`src/rtl/booth_seq_mult.sv`:
```
// booth_seq_mult: sequential radix-2 Booth multiplier for two's-complement operands.
//
// One operand pair is accepted per start. The multiplier performs one Booth step
// per clock and returns a 2*WIDTH-bit signed product with a one-cycle done pulse.
// The add/subtract path is a WIDTH+1-bit ripple adder made of fa cells. Subtraction
// inverts M through xor2 cells and injects a carry-in of 1.
//
// Optional feature (macro BOOTH_OPCOUNT_EN): adds the op_count output. It counts the
// Booth steps of the current or most recent operation that performed an add or a
// subtract.
//
// Ports:
//   clk          in   rising-edge clock
//   rst_n        in   synchronous active-low reset
//   start        in   request; sampled only while idle
//   multiplicand in   [WIDTH-1:0]   signed M, captured on accepted start
//   multiplier   in   [WIDTH-1:0]   signed Q, captured on accepted start
//   busy         out  high while iterating
//   done         out  one-cycle pulse, product valid
//   product      out  [2*WIDTH-1:0] signed result, held until next completion
//   op_count     out  [$clog2(WIDTH+1)-1:0] add/sub step count (BOOTH_OPCOUNT_EN only)
//
// Handshake: start is accepted on a rising edge only when busy=0. From the edge
// after acceptance busy reads 1. A start seen while busy is dropped, not queued.
// done is high for exactly the one cycle following the final step, and busy is 0
// in that cycle. A start held high during the done cycle is therefore accepted
// immediately, with no idle cycle lost.

module fa (
    input  logic a,
    input  logic b,
    input  logic cin,
    output logic sum,
    output logic cout
);
    assign sum  = a ^ b ^ cin;
    assign cout = (a & b) | (cin & (a ^ b));
endmodule

module xor2 (
    input  logic a,
    input  logic b,
    output logic y
);
    assign y = a ^ b;
endmodule

module booth_seq_mult #(
    parameter int WIDTH = 8
) (
    input  logic                 clk,
    input  logic                 rst_n,
    input  logic                 start,
    input  logic [WIDTH-1:0]     multiplicand,
    input  logic [WIDTH-1:0]     multiplier,
    output logic                 busy,
    output logic                 done,
    output logic [2*WIDTH-1:0]   product
`ifdef BOOTH_OPCOUNT_EN
    ,
    output logic [$clog2(WIDTH+1)-1:0] op_count
`endif
);
    localparam int CW = $clog2(WIDTH + 1);

    typedef enum logic {IDLE, CALC} state_t;

    state_t            state, state_next;
    logic [WIDTH-1:0]  a_reg, q_reg, m_reg;
    logic              q_1;
    logic [CW-1:0]     count;
    logic              last_step;

    // Booth recoding of the current bit pair {Q[0], Q_1}.
    logic              do_op;     // 01 or 10: an add or a subtract happens
    logic              sub;       // 10: subtract M

    // WIDTH+1-bit add/subtract path. The extra bit keeps -2^(WIDTH-1) exact.
    logic [WIDTH:0]    a_ext, m_ext, m_sel, sum, a_new;
    logic [WIDTH:0]    carry;
    logic              carry_unused;
    logic [WIDTH-1:0]  a_shift, q_shift;

    // ---------------- FSM ----------------
    always_ff @(posedge clk) begin
        if (!rst_n) begin
            state <= IDLE;
        end else begin
            state <= state_next;
        end
    end

    assign last_step = (count == CW'(1));

    always_comb begin
        state_next = state;
        case (state)
            IDLE:    if (start) state_next = CALC;
            CALC:    if (last_step) state_next = IDLE;
            default: state_next = IDLE;
        endcase
    end

    assign busy = (state == CALC);

    // ---------------- Adder ----------------
    assign do_op = q_reg[0] ^ q_1;
    assign sub   = q_reg[0] & ~q_1;
    assign a_ext = {a_reg[WIDTH-1], a_reg};
    assign m_ext = {m_reg[WIDTH-1], m_reg};
    assign carry[0] = sub;

    for (genvar i = 0; i <= WIDTH; i++) begin : g_inv
        xor2 u_xor (.a(m_ext[i]), .b(sub), .y(m_sel[i]));
    end

    for (genvar i = 0; i < WIDTH; i++) begin : g_add
        fa u_fa (.a(a_ext[i]), .b(m_sel[i]), .cin(carry[i]), .sum(sum[i]), .cout(carry[i+1]));
    end

    // The top cell's carry-out is discarded; sum[WIDTH] is already the correct sign.
    fa u_fa_msb (
        .a(a_ext[WIDTH]), .b(m_sel[WIDTH]), .cin(carry[WIDTH]),
        .sum(sum[WIDTH]), .cout(carry_unused)
    );

    assign a_new = do_op ? sum : a_ext;

    // The arithmetic right shift of {A,Q,Q_1} takes the sign from the wide sum, so
    // an intermediate overflow of WIDTH-bit A is shifted back into range.
    assign a_shift = a_new[WIDTH:1];
    assign q_shift = {a_new[0], q_reg[WIDTH-1:1]};

    // ---------------- Datapath ----------------
    always_ff @(posedge clk) begin
        if (!rst_n) begin
            a_reg   <= '0;
            q_reg   <= '0;
            q_1     <= 1'b0;
            m_reg   <= '0;
            count   <= '0;
            done    <= 1'b0;
            product <= '0;
        end else begin
            done <= 1'b0;
            case (state)
                IDLE: begin
                    if (start) begin
                        a_reg <= '0;
                        q_reg <= multiplier;
                        q_1   <= 1'b0;
                        m_reg <= multiplicand;
                        count <= CW'(WIDTH);
                    end
                end
                CALC: begin
                    a_reg <= a_shift;
                    q_reg <= q_shift;
                    q_1   <= q_reg[0];
                    count <= count - CW'(1);
                    if (last_step) begin
                        product <= {a_shift, q_shift};
                        done    <= 1'b1;
                    end
                end
                default: ;
            endcase
        end
    end

`ifdef BOOTH_OPCOUNT_EN
    always_ff @(posedge clk) begin
        if (!rst_n) begin
            op_count <= '0;
        end else if (state == IDLE && start) begin
            op_count <= '0;
        end else if (state == CALC && do_op) begin
            op_count <= op_count + CW'(1);
        end
    end
`endif

endmodule

```
`config.mk`:
```
export PLATFORM = sky130hd
export DESIGN_NAME = booth_seq_mult
export DESIGN_NICKNAME = d
export VERILOG_FILES = /design/src/rtl/booth_seq_mult.sv
export SDC_FILE = /design/constraint.sdc
export NUM_CORES = 1
export LEC_CHECK = 0
export BUFFER_PORTS_ARGS = -buffer_cell sky130_fd_sc_hd__buf_2
export CAP_MARGIN = 20
export CORE_UTILIZATION = 28
export CTS_CLUSTER_DIAMETER = 100
export DETAILED_ROUTE_END_ITERATION = 12
export PLACE_DENSITY_LB_ADDON = 0.12
export REMOVE_ABC_BUFFERS = 1
export SLEW_MARGIN = 40
export SYNTH_ARGS = -nofsm -noshare
export SYNTH_HDL_FRONTEND = slang
export SYNTH_HIERARCHICAL = 1
export SYNTH_SLANG_ARGS = --single-unit
```
`constraint.sdc`:
```
create_clock -name clk -period 4.55 [get_ports clk]
set_input_delay 0.455 -clock clk [delete_from_list [all_inputs] [get_ports clk]]
set_output_delay 0.455 -clock clk [all_outputs]
set_load 0.03 [all_outputs]
```
* Yosys cells after proc, flatten, opt, wreduce, memory -nomap -nowiden
Cells that the tools add are included.
Storage, ports and cells: flip-flop bits (word level) 47, bits of input ports 19, word-level logic and storage cells 80
Cells by class: $add $sub $neg 1, equality and inequality tests 2, muxes and demuxes 13, bitwise gates (word level) 53, reduce and logical (&&, ||, !) cells 3
Operator list (count):
- $pmux W8 S2 | 2
- $xor A1 B1 Y1 | 26
- $and A1 B1 Y1 | 17
- $mux W8 | 2
- $mux W9 | 1
- $or A1 B1 Y1 | 8
- $pmux W4 S2 | 1
- $reduce_and A2 Y1 | 3
- $eq A4 B1 Y1 const B | 1
- $mux W1 | 4
- $mux W4 | 1
- $pmux W1 S2 | 2
- $sub A4 B1 Y4 const B | 1
- $ne A2 B2 Y1 const B | 1
- $not A1 Y1 | 2

* Depth between registers and ports, before layout
Gate-level depths: netlist of run 1.
word-level depth 23, gate-level depth with buffers 15, depth with buffers taken out 15

* By module
The synthesis of run 1 kept the hierarchy.
By module, submodules not included:
- booth_seq_mult | instances 1, cells an instance 188, area an instance 1984.4 um^2, sequential area each 940.9 um^2
- fa | instances 9, cells an instance 1, area an instance 20.0 um^2, sequential area each 0.0 um^2
- xor2 | instances 9, cells an instance 1, area an instance 8.8 um^2, sequential area each 0.0 um^2

* Least setup slack after synthesis of run 1
OpenSTA, ideal clock, no wires.
kind register to register, from reg q_reg[0], to reg a_reg[7], arrival 4788 ps, setup slack -308 ps, cell stages (with the launch flop) 15, clock period less this slack 4858 ps, cell sequence dfxtp_1 ha_1 xor2_1 fa_1 fa_1 fa_1 fa_1 fa_1 fa_1 fa_1 fa_1 fa_1 nor2b_1 nand2_1 a21boi_1
Between the ends: word-level cells in the longest chain between the ends 22, elaborated cells on any way between the ends 45, classes of those cells mux (2); bitwise (43)
RTL lines:
- from (decl) | RTL line 69 | logic [WIDTH-1:0] a_reg, q_reg, m_reg;
- from (signal assigned) | RTL line 150 | q_reg <= multiplier;
- from (signal assigned) | RTL line 158 | q_reg <= q_shift;
- $and A1 B1 Y1 (*) | RTL line 108 | assign sub = q_reg[0] & ~q_1;
- named net carry[0] | RTL line 80 | logic [WIDTH:0] carry;
- $xor A1 B1 Y1 (*) | RTL line 45 | assign y = a ^ b;
- named net m_sel[0] | RTL line 79 | logic [WIDTH:0] a_ext, m_ext, m_sel, sum, a_new;
- $xor A1 B1 Y1 | RTL line 37 | assign cout = (a & b) | (cin & (a ^ b));
- $and A1 B1 Y1 | RTL line 37
- $or A1 B1 Y1 (*) | RTL line 37
- named net carry[1] | RTL line 80
- (+2 left out)
- named net carry[2] | RTL line 80
- (+2 left out)
- named net carry[3] | RTL line 80
- (+2 left out)
- named net carry[4] | RTL line 80
- (+2 left out)
- named net carry[5] | RTL line 80
- (+2 left out)
- named net carry[6] | RTL line 80
- (+2 left out)
- named net carry[7] | RTL line 80
- $and A1 B1 Y1 (*) | RTL line 37
- $or A1 B1 Y1 (*) | RTL line 37
- named net carry[8] | RTL line 80
- $xor A1 B1 Y1 (*) | RTL line 36 | assign sum = a ^ b ^ cin;
- named net sum[8] | RTL line 79
- $mux W9 (*) | RTL line 127 | assign a_new = do_op ? sum : a_ext;
- $pmux W8 S2 (*) | RTL line 146 | case (state)
- to (signal assigned) | RTL line 157 | a_reg <= a_shift;
- to (decl) | RTL line 69
Mark *: on every way through the listed nets, which the timed path passes. The rest lies on a longest branch. A chain may end at the register's enable or synchronous reset.

* Final worst setup path of run 1
from reg q_1, to reg a_reg[7]
Between the ends: word-level cells in the longest chain between the ends 23, elaborated cells on any way between the ends 46, classes of those cells mux (2); bitwise (44)
RTL lines:
- from (decl) | RTL line 70 | logic q_1;
- from (signal assigned) | RTL line 159 | q_1 <= q_reg[0];
- $not A1 Y1 (*) | RTL line 108
- $and A1 B1 Y1 (*) | RTL line 108
- named net carry[0] | RTL line 80
- $xor A1 B1 Y1 (*) | RTL line 45
- named net m_sel[0] | RTL line 79
- $xor A1 B1 Y1 | RTL line 37
- $and A1 B1 Y1 | RTL line 37
- $or A1 B1 Y1 (*) | RTL line 37
- named net carry[1] | RTL line 80
- (+2 left out)
- named net carry[2] | RTL line 80
- (+2 left out)
- named net carry[3] | RTL line 80
- (+2 left out)
- named net carry[4] | RTL line 80
- (+2 left out)
- named net carry[5] | RTL line 80
- (+2 left out)
- named net carry[6] | RTL line 80
- (+2 left out)
- named net carry[7] | RTL line 80
- $and A1 B1 Y1 (*) | RTL line 37
- $or A1 B1 Y1 (*) | RTL line 37
- named net carry[8] | RTL line 80
- $xor A1 B1 Y1 (*) | RTL line 36
- named net sum[8] | RTL line 79
- $mux W9 (*) | RTL line 127
- $pmux W8 S2 (*) | RTL line 146
Marked as above.

==> metrics.csv, run 1 <==
stage,metric,value,unit
outcome,run_status,"finished, final reports clean",
worst_setup_path,reg2regPathDepth,15,
timing,tightestPinTransition,0.7382,ns
worst_setup_path,start_kind,flop,
synth,synth.yosys.seq_area_share,0.4194,
finish,layout_common_cells,"dfxtp_1 (46), buf_2 (36), mux2i_1 (24)",
floorplanning,num_rows,32,
place,post-dp-hpwl,3124,um
synth,synth_area_leaders,"dfxtp_1 (42%), mux2i_1 (11%), fa_1 (8.0%)",
power,power,0.8653,mW
route,ant_nets,0,
worst_setup_path,critPathKind,flop to flop,
floorplanning,coreArea,0.007727,mm2
worst_setup_path,cp_data_required_time,4.79,ns
route,route.detailed.drc,0,
cts,cts-root-buf,clkbuf_8,
timing,slew_headroom,0.5072,
worst_setup_path,worstPathArrival,4.60,ns
synth,avgSynthCellArea,10.89,um2
route,wl,4599,um
finish,n_fill_cell,820,
route,routedWlPerCell,13.41,um
synth,syn-instance-count,206,
job,cap_violations,0,
cts,clock_sinks,47,
timing,setup_viol,0,
global_routing,grt_usage,0.1217,
cts,clk_latency,0.30,ns
cts,cts_tree,done,
timing,finalHoldViolCount,0,
floorplanning,start_util,0.2903,
global_routing,grt_pass1_vias,1566,
finish,drive_above_1_share,0.2863,
timing,period_needed,4.366,ns
timing,rsz0062_at_grt,no,
global_routing,grt_first_pass_wirelength,7921,um
timing,setup_tns,0,ns
route,firstDrtPassIters,3,
finish,synthToLayoutAreaGrowth,18.40,%
cts,numCtsBuffers,5,
power,ir_drop,132.5,uV
worst_hold_path,min_to,m_reg[3]$_SDFFE_PN0P_,
power,leakage,1.170,nW
synth,synthesis.area,0.002243,mm2
finish,final_common_cell,dfxtp_1,
worst_hold_path,min_from,multiplicand[3],
floorplanning,die_area,0.008374,mm2
worst_hold_path,min_path_type,input pin to flop,
floorplanning,die_w,91.51,um
place,port_buffers,36,
synth,synth_warnings,6,
timing,fin_skew,0.009672,ns
finish,largest_reg_flops,16,
cts,clkTransAtPathRegs,0.10,ns
synth,yosysTopAreaCellShare,0.4194,
worst_setup_path,critPathMaxFanout,2,
synth,ys_ff_latch,47,
floorplanning,die-height,91.51,um
worst_setup_path,rr_endpoint,a_reg[7]$_SDFFE_PN0P_,
route,dr.first_iter.drc_count,31,
finish,finalNetCount,271,
timing,final_max_slew_viol_count,0,
power,p_per_area,325.8,mW/mm2
floorplanning,ios,37,
timing,period_share,0.9596,
worst_setup_path,cp-end-kind,flop,
synth,synth_largest_area_cell,dfxtp_1,
finish,diodes,0,
global_routing,antenna_found_initial,0,
cts,htree_num_levels,2,
timing,fmax,0.2290,GHz
cts,cts.path.max_buffers,2,
route,vias,1521,
global_routing,grt_max_degree,32,
worst_hold_path,holdPathStages,3,
place,gp_congestion,0.6846,
worst_setup_path,r2r-start,q_1$_SDFFE_PN0P_,
synth,yosysUniqueCellTypes,32,
worst_setup_path,r2r_slack,0.18,ns
finish,top_register,product,
route,viasPerCell,4.434,
global_routing,overflow,0,
==> power by group <==
group          total, mW  switching (mW)  internal, mW
Clock              0.313           0.149         0.164
Combinational      0.111          0.0578        0.0532
Sequential         0.441          0.0150         0.426
Total              0.865           0.222         0.643
==> cell usage after synthesis, drive strengths merged <==
cell / count
clkbuf: 6
inv: 4
and4bb: 1
o21ai: 9
o21a: 8
fa: 9
a22o: 7
ha: 3
nand3: 1
a21oi: 2
nand2: 10
o211a: 2
mux2i: 24
dfxtp: 47
xor2: 9
nor3: 2
nor2: 1
and2: 8
o2bb2ai: 9
nor3b: 8
mux2: 2
nor2b: 23
a21boi: 2
buf: 8
nand3b: 1
==> timing repair <==
| action | in CTS | in global routing |
|---|---|---|
| pin swaps | 0 | 2 |
| hold endpoints to repair | 0 | 0 |
| buffers inserted | 0 | 2 |
| endpoints found under the setup margin | 2 | 2 |
| hold buffers | 0 | 0 |
| resized for setup | 8 | 6 |
==> stage by stage <==
| step | util | cell area (um2) | cells | hold WS [ns] | setup slack (ns) |
|---|---|---|---|---|---|
| after floorplan | - | 2152 | 192 | 0.4603 | -0.3430 |
| after global placement | 0.3212 | 2482 | 333 | 0.4415 | -0.1745 |
| after detailed placement | 0.3216 | 2485 | 333 | 0.4448 | -0.2567 |
| after CTS | 0.3387 | 2618 | 341 | 0.4058 | 0.03231 |
| after global routing | 0.3438 | 2656 | 343 | 0.4232 | 0.005009 |
| final | 0.3438 | 2656 | 343 | 0.4143 | 0.1838 |
==> kinds of logic after synthesis <==
| family | after synthesis | synth area share |
|---|---|---|
| AOI/OAI and AO/OA | 39 | 0.1294 |
| xor gates and xnor gates | 9 | 0.03514 |
| adders and majority gates | 12 | 0.09704 |
| buffers and inverters | 18 | 0.04740 |
| DFF | 47 | 0.4194 |
| muxes | 26 | 0.1171 |
| and+or+nand+nor | 55 | 0.1545 |
==> metal layers <==
metal / vias up / part of all wire / track usage / wire length (um)
li1: 769 / - / - / -
met1: 722 / 0.45 / 0.1507 / 2089
met2: 26 / 0.50 / 0.2036 / 2285
met3: 4 / 0.039 / 0.03434 / 180
met4: 0 / 0.0096 / 0.03704 / 44
met5: - / 0 / 0 / 0
==> critical path, stage by stage (launching register included) <==
cell	delay, ns
dfxtp_2	0.33
inv_1	0.04
ha_2	0.17
xor2_1	0.17
fa_2	0.35
fa_2	0.35
fa_2	0.34
fa_2	0.34
fa_2	0.34
fa_2	0.34
fa_2	0.35
fa_2	0.35
fa_1	0.49
nor2b_4	0.15
nand2_1	0.06
a21boi_1	0.11
==> worst max path at each step <==
stage / startpoint / end / cells after the start
after floorplan: q_reg[0]$_SDFFE_PN0P_ / a_reg[7]$_SDFFE_PN0P_ / 14
after global placement: q_1$_SDFFE_PN0P_ / a_reg[7]$_SDFFE_PN0P_ / 15
after detailed placement: q_1$_SDFFE_PN0P_ / a_reg[7]$_SDFFE_PN0P_ / 15
after CTS: q_1$_SDFFE_PN0P_ / product[15]$_SDFFE_PN0P_ / 15
after global routing: q_1$_SDFFE_PN0P_ / a_reg[7]$_SDFFE_PN0P_ / 15
final: q_1$_SDFFE_PN0P_ / a_reg[7]$_SDFFE_PN0P_ / 15
==> area by class of cell <==
class	instances	area, um2	area share
multi-input cells	141	1237	0.4659
flip-flops and latches	47	942.2	0.3547
repair buffers	41	221.5	0.08337
well taps	102	127.6	0.04805
clock buffers	5	68.82	0.02591
clock inverters	3	43.79	0.01649
inverters	4	15.01	0.005652
Note: power is estimated with default switching activity, not from simulation.
==> inputs of run 2 (changes only) <==
- SLEW_MARGIN: 40 -> not set
- clock period: 4.55 -> 5.45 ns (I/O delays scaled with it)
==> metrics.csv, run 2 (same netlist as run 1, synthesis figures left out) <==
stage,metric,value,unit
outcome,run_status,"finished, final reports clean",
floorplanning,coreArea,0.007727,mm2
finish,layout_common_cells,"dfxtp_1 (47), buf_2 (36), mux2i_1 (24)",
finish,utilization,0.3323,
cts,cts_setup_buffers,0,
route,route.detailed.drc,0,
worst_setup_path,r2r_slack,0.66,ns
floorplanning,ios,37,
finish,diodes,0,
worst_setup_path,worstPathArrival,5.02,ns
global_routing,antenna_found_initial,0,
timing,period_needed,4.786,ns
worst_setup_path,start_kind,flop,
cts,clk_latency,0.31,ns
worst_hold_path,min_to,product[13]$_SDFFE_PN0P_,
cts,htree_num_levels,2,
global_routing,grt_usage,0.1204,
timing,final_max_slew_viol_count,0,
global_routing,grt_first_pass_wirelength,7797,um
timing,tightestPinTransition,0.9750,ns
job,cap_violations,0,
route,vias,1479,
cts,cts-root-buf,clkbuf_8,
route,dr.first_iter.drc_count,50,
route,wl,4555,um
finish,largest_reg_flops,16,
cts,numCtsBuffers,5,
finish,synthToLayoutAreaGrowth,14.44,%
worst_setup_path,cp_data_required_time,5.69,ns
worst_hold_path,holdPathStages,1,
worst_setup_path,rr_endpoint,a_reg[7]$_SDFFE_PN0P_,
finish,final_common_cell,dfxtp_1,
finish,top_register,product,
place,place_ws,0.6659,ns
timing,fin_skew,0.01008,ns
timing,period_share,0.8782,
worst_setup_path,r2r-start,q_reg[0]$_SDFFE_PN0P_,
floorplanning,die-height,91.51,um
worst_setup_path,reg2regPathDepth,14,
timing,whs,0.4648,ns
global_routing,grt_max_degree,45,
floorplanning,die_area,0.008374,mm2
worst_hold_path,min_from,product[13]$_SDFFE_PN0P_,
worst_setup_path,critPathMaxFanout,3,
place,gp_congestion,0.7032,
cts,clkTransAtPathRegs,0.10,ns
finish,seq_area,940.9,um2
floorplanning,num_rows,32,
timing,slew_headroom,0.3487,
timing,rsz0062_at_grt,no,
floorplanning,start_util,0.2903,
finish,instances_no_fill,340,
finish,n_fill_cell,803,
cts,clock_sinks,47,
worst_hold_path,min_path_type,flop to flop,
power,ir_drop,119.3,uV
timing,fmax,0.2089,GHz
route,routedWlPerCell,13.40,um
place,placedCellCount,332,
power,p_per_area,263.4,mW/mm2
cts,post_cts_resized,0,
global_routing,overflow,0,
route,viasPerCell,4.350,
finish,drive_above_1_share,0.2227,
global_routing,grt_pass1_vias,1596,
timing,setup_viol,0,
floorplanning,die_w,91.51,um
route,ant_nets,0,
place,post-dp-hpwl,3008,um
cts,cts_hold_buf,0,
route,firstDrtPassIters,4,
finish,finalNetCount,268,
timing,worst_slack,0.6640,ns
place,port_buffers,36,
cts,cts_tree,done,
power,leakage,1.145,nW
cts,cts.path.max_buffers,2,
timing,setup_tns,0,ns
timing,finalHoldViolCount,0,
worst_setup_path,cp-end-kind,flop,
finish,multi_input_area,0.001196,mm2
worst_setup_path,critPathKind,flop to flop,
run 2: changes by cell type in the layout (fill, tap and decap cells not counted), moves of 2 or more:
cell	change
buf_4	-2
clkinvlp_4	+2
fa_1	+8
fa_2	-8
nor2b_1	+2
nor2b_4	-2
run 2: worst max-delay path, cell delays in order, from the launching register on:
cell,delay [ns]
dfxtp_1,0.35
ha_1,0.22
xor2_1,0.18
fa_1,0.41
fa_1,0.39
fa_1,0.38
fa_1,0.38
fa_1,0.38
fa_1,0.39
fa_1,0.40
fa_1,0.39
fa_1,0.48
nor2b_1,0.17
nand2_1,0.07
a21boi_1,0.14
run 2: final cells by class:
class | count | area share
multi-input cells | 141 | 0.4659
flip-flops and latches | 47 | 0.3665
repair buffers | 38 | 0.07602
well taps | 102 | 0.04971
clock buffers | 5 | 0.02680
clock inverters | 3 | 0.009259
inverters | 4 | 0.005848
run 2: worst max-delay path by stage:
stage,from,to,slack [ns],depth (start not counted)
floorplan,q_reg[0]$_SDFFE_PN0P_,a_reg[7]$_SDFFE_PN0P_,0.56,14
global placement,q_1$_SDFFE_PN0P_,a_reg[7]$_SDFFE_PN0P_,0.73,15
detailed placement,q_reg[0]$_SDFFE_PN0P_,a_reg[7]$_SDFFE_PN0P_,0.67,14
CTS,q_reg[0]$_SDFFE_PN0P_,a_reg[7]$_SDFFE_PN0P_,0.63,14
global route,q_1$_SDFFE_PN0P_,a_reg[7]$_SDFFE_PN0P_,0.41,15
finish,q_reg[0]$_SDFFE_PN0P_,a_reg[7]$_SDFFE_PN0P_,0.66,14
run 2: report_power, final:
group          internal [mW]  switching, mW
combinational         0.0405         0.0490
clock                 0.0920          0.130
sequential             0.356        0.00949
total                  0.488          0.188
run 2: per-stage QoR:
step                      total power, mW  instance area, um2
after floorplan                    0.4339                2152
after global placement             0.4656                2475
after detailed placement           0.4651                2475
after CTS                          0.6920                2567
after global routing               0.7197                2567
final                              0.6764                2567
run 2: metal layers:
| metal | vias to the layer above | track usage | part of all wire |
|---|---|---|---|
| li1 | 764 | - | - |
| met1 | 687 | 0.1544 | 0.49 |
| met2 | 23 | 0.1917 | 0.46 |
| met3 | 5 | 0.03183 | 0.038 |
| met4 | 0 | 0.04762 | 0.014 |
| met5 | - | 0 | 0 |
==> inputs of run 3 (changes only) <==
- CELL_PAD_IN_SITES_DETAIL_PLACEMENT: not set -> 1
- CELL_PAD_IN_SITES_GLOBAL_PLACEMENT: not set -> 1
==> metrics.csv, run 3 (same netlist as run 1, synthesis figures left out) <==
stage,metric,value,unit
finish,utilization,0.3374,
place,placed_cell_area,0.002475,mm2
power,power.switching,0.1778,mW
power,p_int,0.5797,mW
cts,clkTransAtPathRegs,0.09,ns
route,m1WireLength,2258,um
power,seqPwrFrac,0.482,
finish,drive_above_1_share,0.2185,
finish,finalInstanceArea,0.002608,mm2
worst_setup_path,cpMostUsedCell,fa_1,
route,route.detailed.drc,0,
timing,period_needed,4.799,ns
power,pwr-share-clk,0.399,
route,dr.first_iter.drc_count,31,
route,viasPerCell,4.532,
cts,clk_latency,0.30,ns
place,port_buffers,36,
global_routing,grt_first_pass_wirelength,7741,um
worst_setup_path,critical-path-max-stage-delay,0.49,ns
route,routedWlPerCell,13.59,um
route,wl_met2,2129,um
timing,setup_viol,0,
worst_setup_path,cp_cell_sequence,"inv_1, ha_1, xor2_1, fa_1, fa_1, fa_1, fa_1, fa_1, fa_1, fa_1, fa_1, fa_1, nor2b_1, nand2_1, a21boi_1",
power,p_per_area,290.5,mW/mm2
floorplanning,die_w,91.51,um
worst_hold_path,min_path_type,flop to flop,
power,power,0.7575,mW
outcome,run_status,"finished, final reports clean",
cts,cts_setup_buffers,0,
place,place_ws,0.6413,ns
floorplanning,num_rows,32,
floorplanning,die_area,0.008374,mm2
finish,synthToLayoutAreaGrowth,16.23,%
cts,cts-root-buf,clkbuf_8,
timing,tightestPinTransition,0.9119,ns
timing,slew_headroom,0.3908,
power,leakage,1.170,nW
place,gp_congestion,0.6440,
global_routing,grt_max_degree,45,
cts,cts_hold_buf,0,
cts,cts.path.max_buffers,2,
global_routing,antenna_found_initial,0,
cts,numCtsBuffers,5,
route,firstDrtPassIters,3,
cts,clock_sinks,47,
worst_setup_path,crit_slowest_cell,fa_1,
finish,layout_common_cells,"dfxtp_1 (47), buf_2 (36), mux2i_1 (24)",
power,swShare,0.2347,
timing,fin_skew,0.006827,ns
finish,finalNetCount,268,
worst_setup_path,cp_data_required_time,5.68,ns
route,top_layer_used,met4,
global_routing,grt_usage,0.1203,
finish,largest_reg_flops,16,
timing,whs,0.4644,ns
timing,rsz0062_at_grt,no,
power,ir_drop,112.1,uV
route,wl,4622,um
job,cap_violations,0,
worst_setup_path,cp-end-kind,flop,
finish,instances_no_fill,340,
timing,fmax,0.2084,GHz
timing,worst_slack,0.6511,ns
finish,top_register,product,
finish,n_fill_cell,886,
global_routing,overflow,0,
finish,final_common_cell,dfxtp_1,
route,met3_length,183,um
global_routing,grt_pass1_vias,1543,
worst_setup_path,worstPathArrival,5.03,ns
cts,htree_num_levels,2,
floorplanning,start_util,0.2903,
worst_setup_path,start_kind,flop,
timing,final_max_slew_viol_count,0,
worst_setup_path,critPathMaxFanout,2,
cts,post_cts_resized,0,
floorplanning,ios,37,
worst_setup_path,critPathKind,flop to flop,
timing,finalHoldViolCount,0,
cts,cts_tree,done,
floorplanning,die-height,91.51,um
floorplanning,coreArea,0.007727,mm2
place,post-dp-hpwl,3132,um
place,placedCellCount,332,
timing,setup_tns,0,ns
route,vias,1541,
power,combPwrFrac,0.119,
route,ant_nets,0,
finish,diodes,0,
timing,period_share,0.8805,
==> run 3: metal layers <==
layer	vias to the layer above	track usage
met4	0	0.04365
met1	747	0.1584
met3	4	0.03183
met5	-	0
met2	23	0.1886
li1	767	-
==> run 3: final cells by class <==
type / instances / area (um2) / area share
Clock buffer: 6 / 72.57 / 0.02783
Clock inverter: 2 / 60.06 / 0.02303
Multi-Input combinational cell: 141 / 1196 / 0.4587
Inverter: 4 / 15.01 / 0.005758
Timing Repair Buffer: 38 / 195.2 / 0.07486
Tap cell: 102 / 127.6 / 0.04894
Sequential cell: 47 / 940.9 / 0.3608
==> run 3: power groups by stage <==
stage | Combinational [mW] | Sequential (mW) | Clock [mW]
finish | 0.0900 | 0.365 | 0.302
global route | 0.103 | 0.367 | 0.326
floorplan | 0.0563 | 0.378 | 0
detailed placement | 0.0922 | 0.374 | 0
CTS | 0.0927 | 0.366 | 0.316
global placement | 0.0926 | 0.373 | 0
==> run 3: worst paths after layout <==
| path | startpoint | end | slack (ns) | cells after the start |
|---|---|---|---|---|
| setup / recovery | q_1$_SDFFE_PN0P_ | a_reg[7]$_SDFFE_PN0P_ | 0.65 | 15 |
| hold / removal | product[13]$_SDFFE_PN0P_ | product[13]$_SDFFE_PN0P_ | 0.46 | 1 |
| setup reg to reg | q_1$_SDFFE_PN0P_ | a_reg[7]$_SDFFE_PN0P_ | 0.65 | 15 |
| hold reg to reg | product[13]$_SDFFE_PN0P_ | product[13]$_SDFFE_PN0P_ | 0.46 | 1 |
==> run 3: worst max-delay path, delay by kind of cell, from the launching register on <==
kind / cells / cell delay (ns)
flip-flops: 1 / 0.34
XOR/XNOR: 1 / 0.18
AO/OA/AOI/OAI: 1 / 0.14
buffers and inverters: 1 / 0.04
adder cells (fa/ha/maj): 10 / 3.80
AND/OR/NAND/NOR: 2 / 0.23
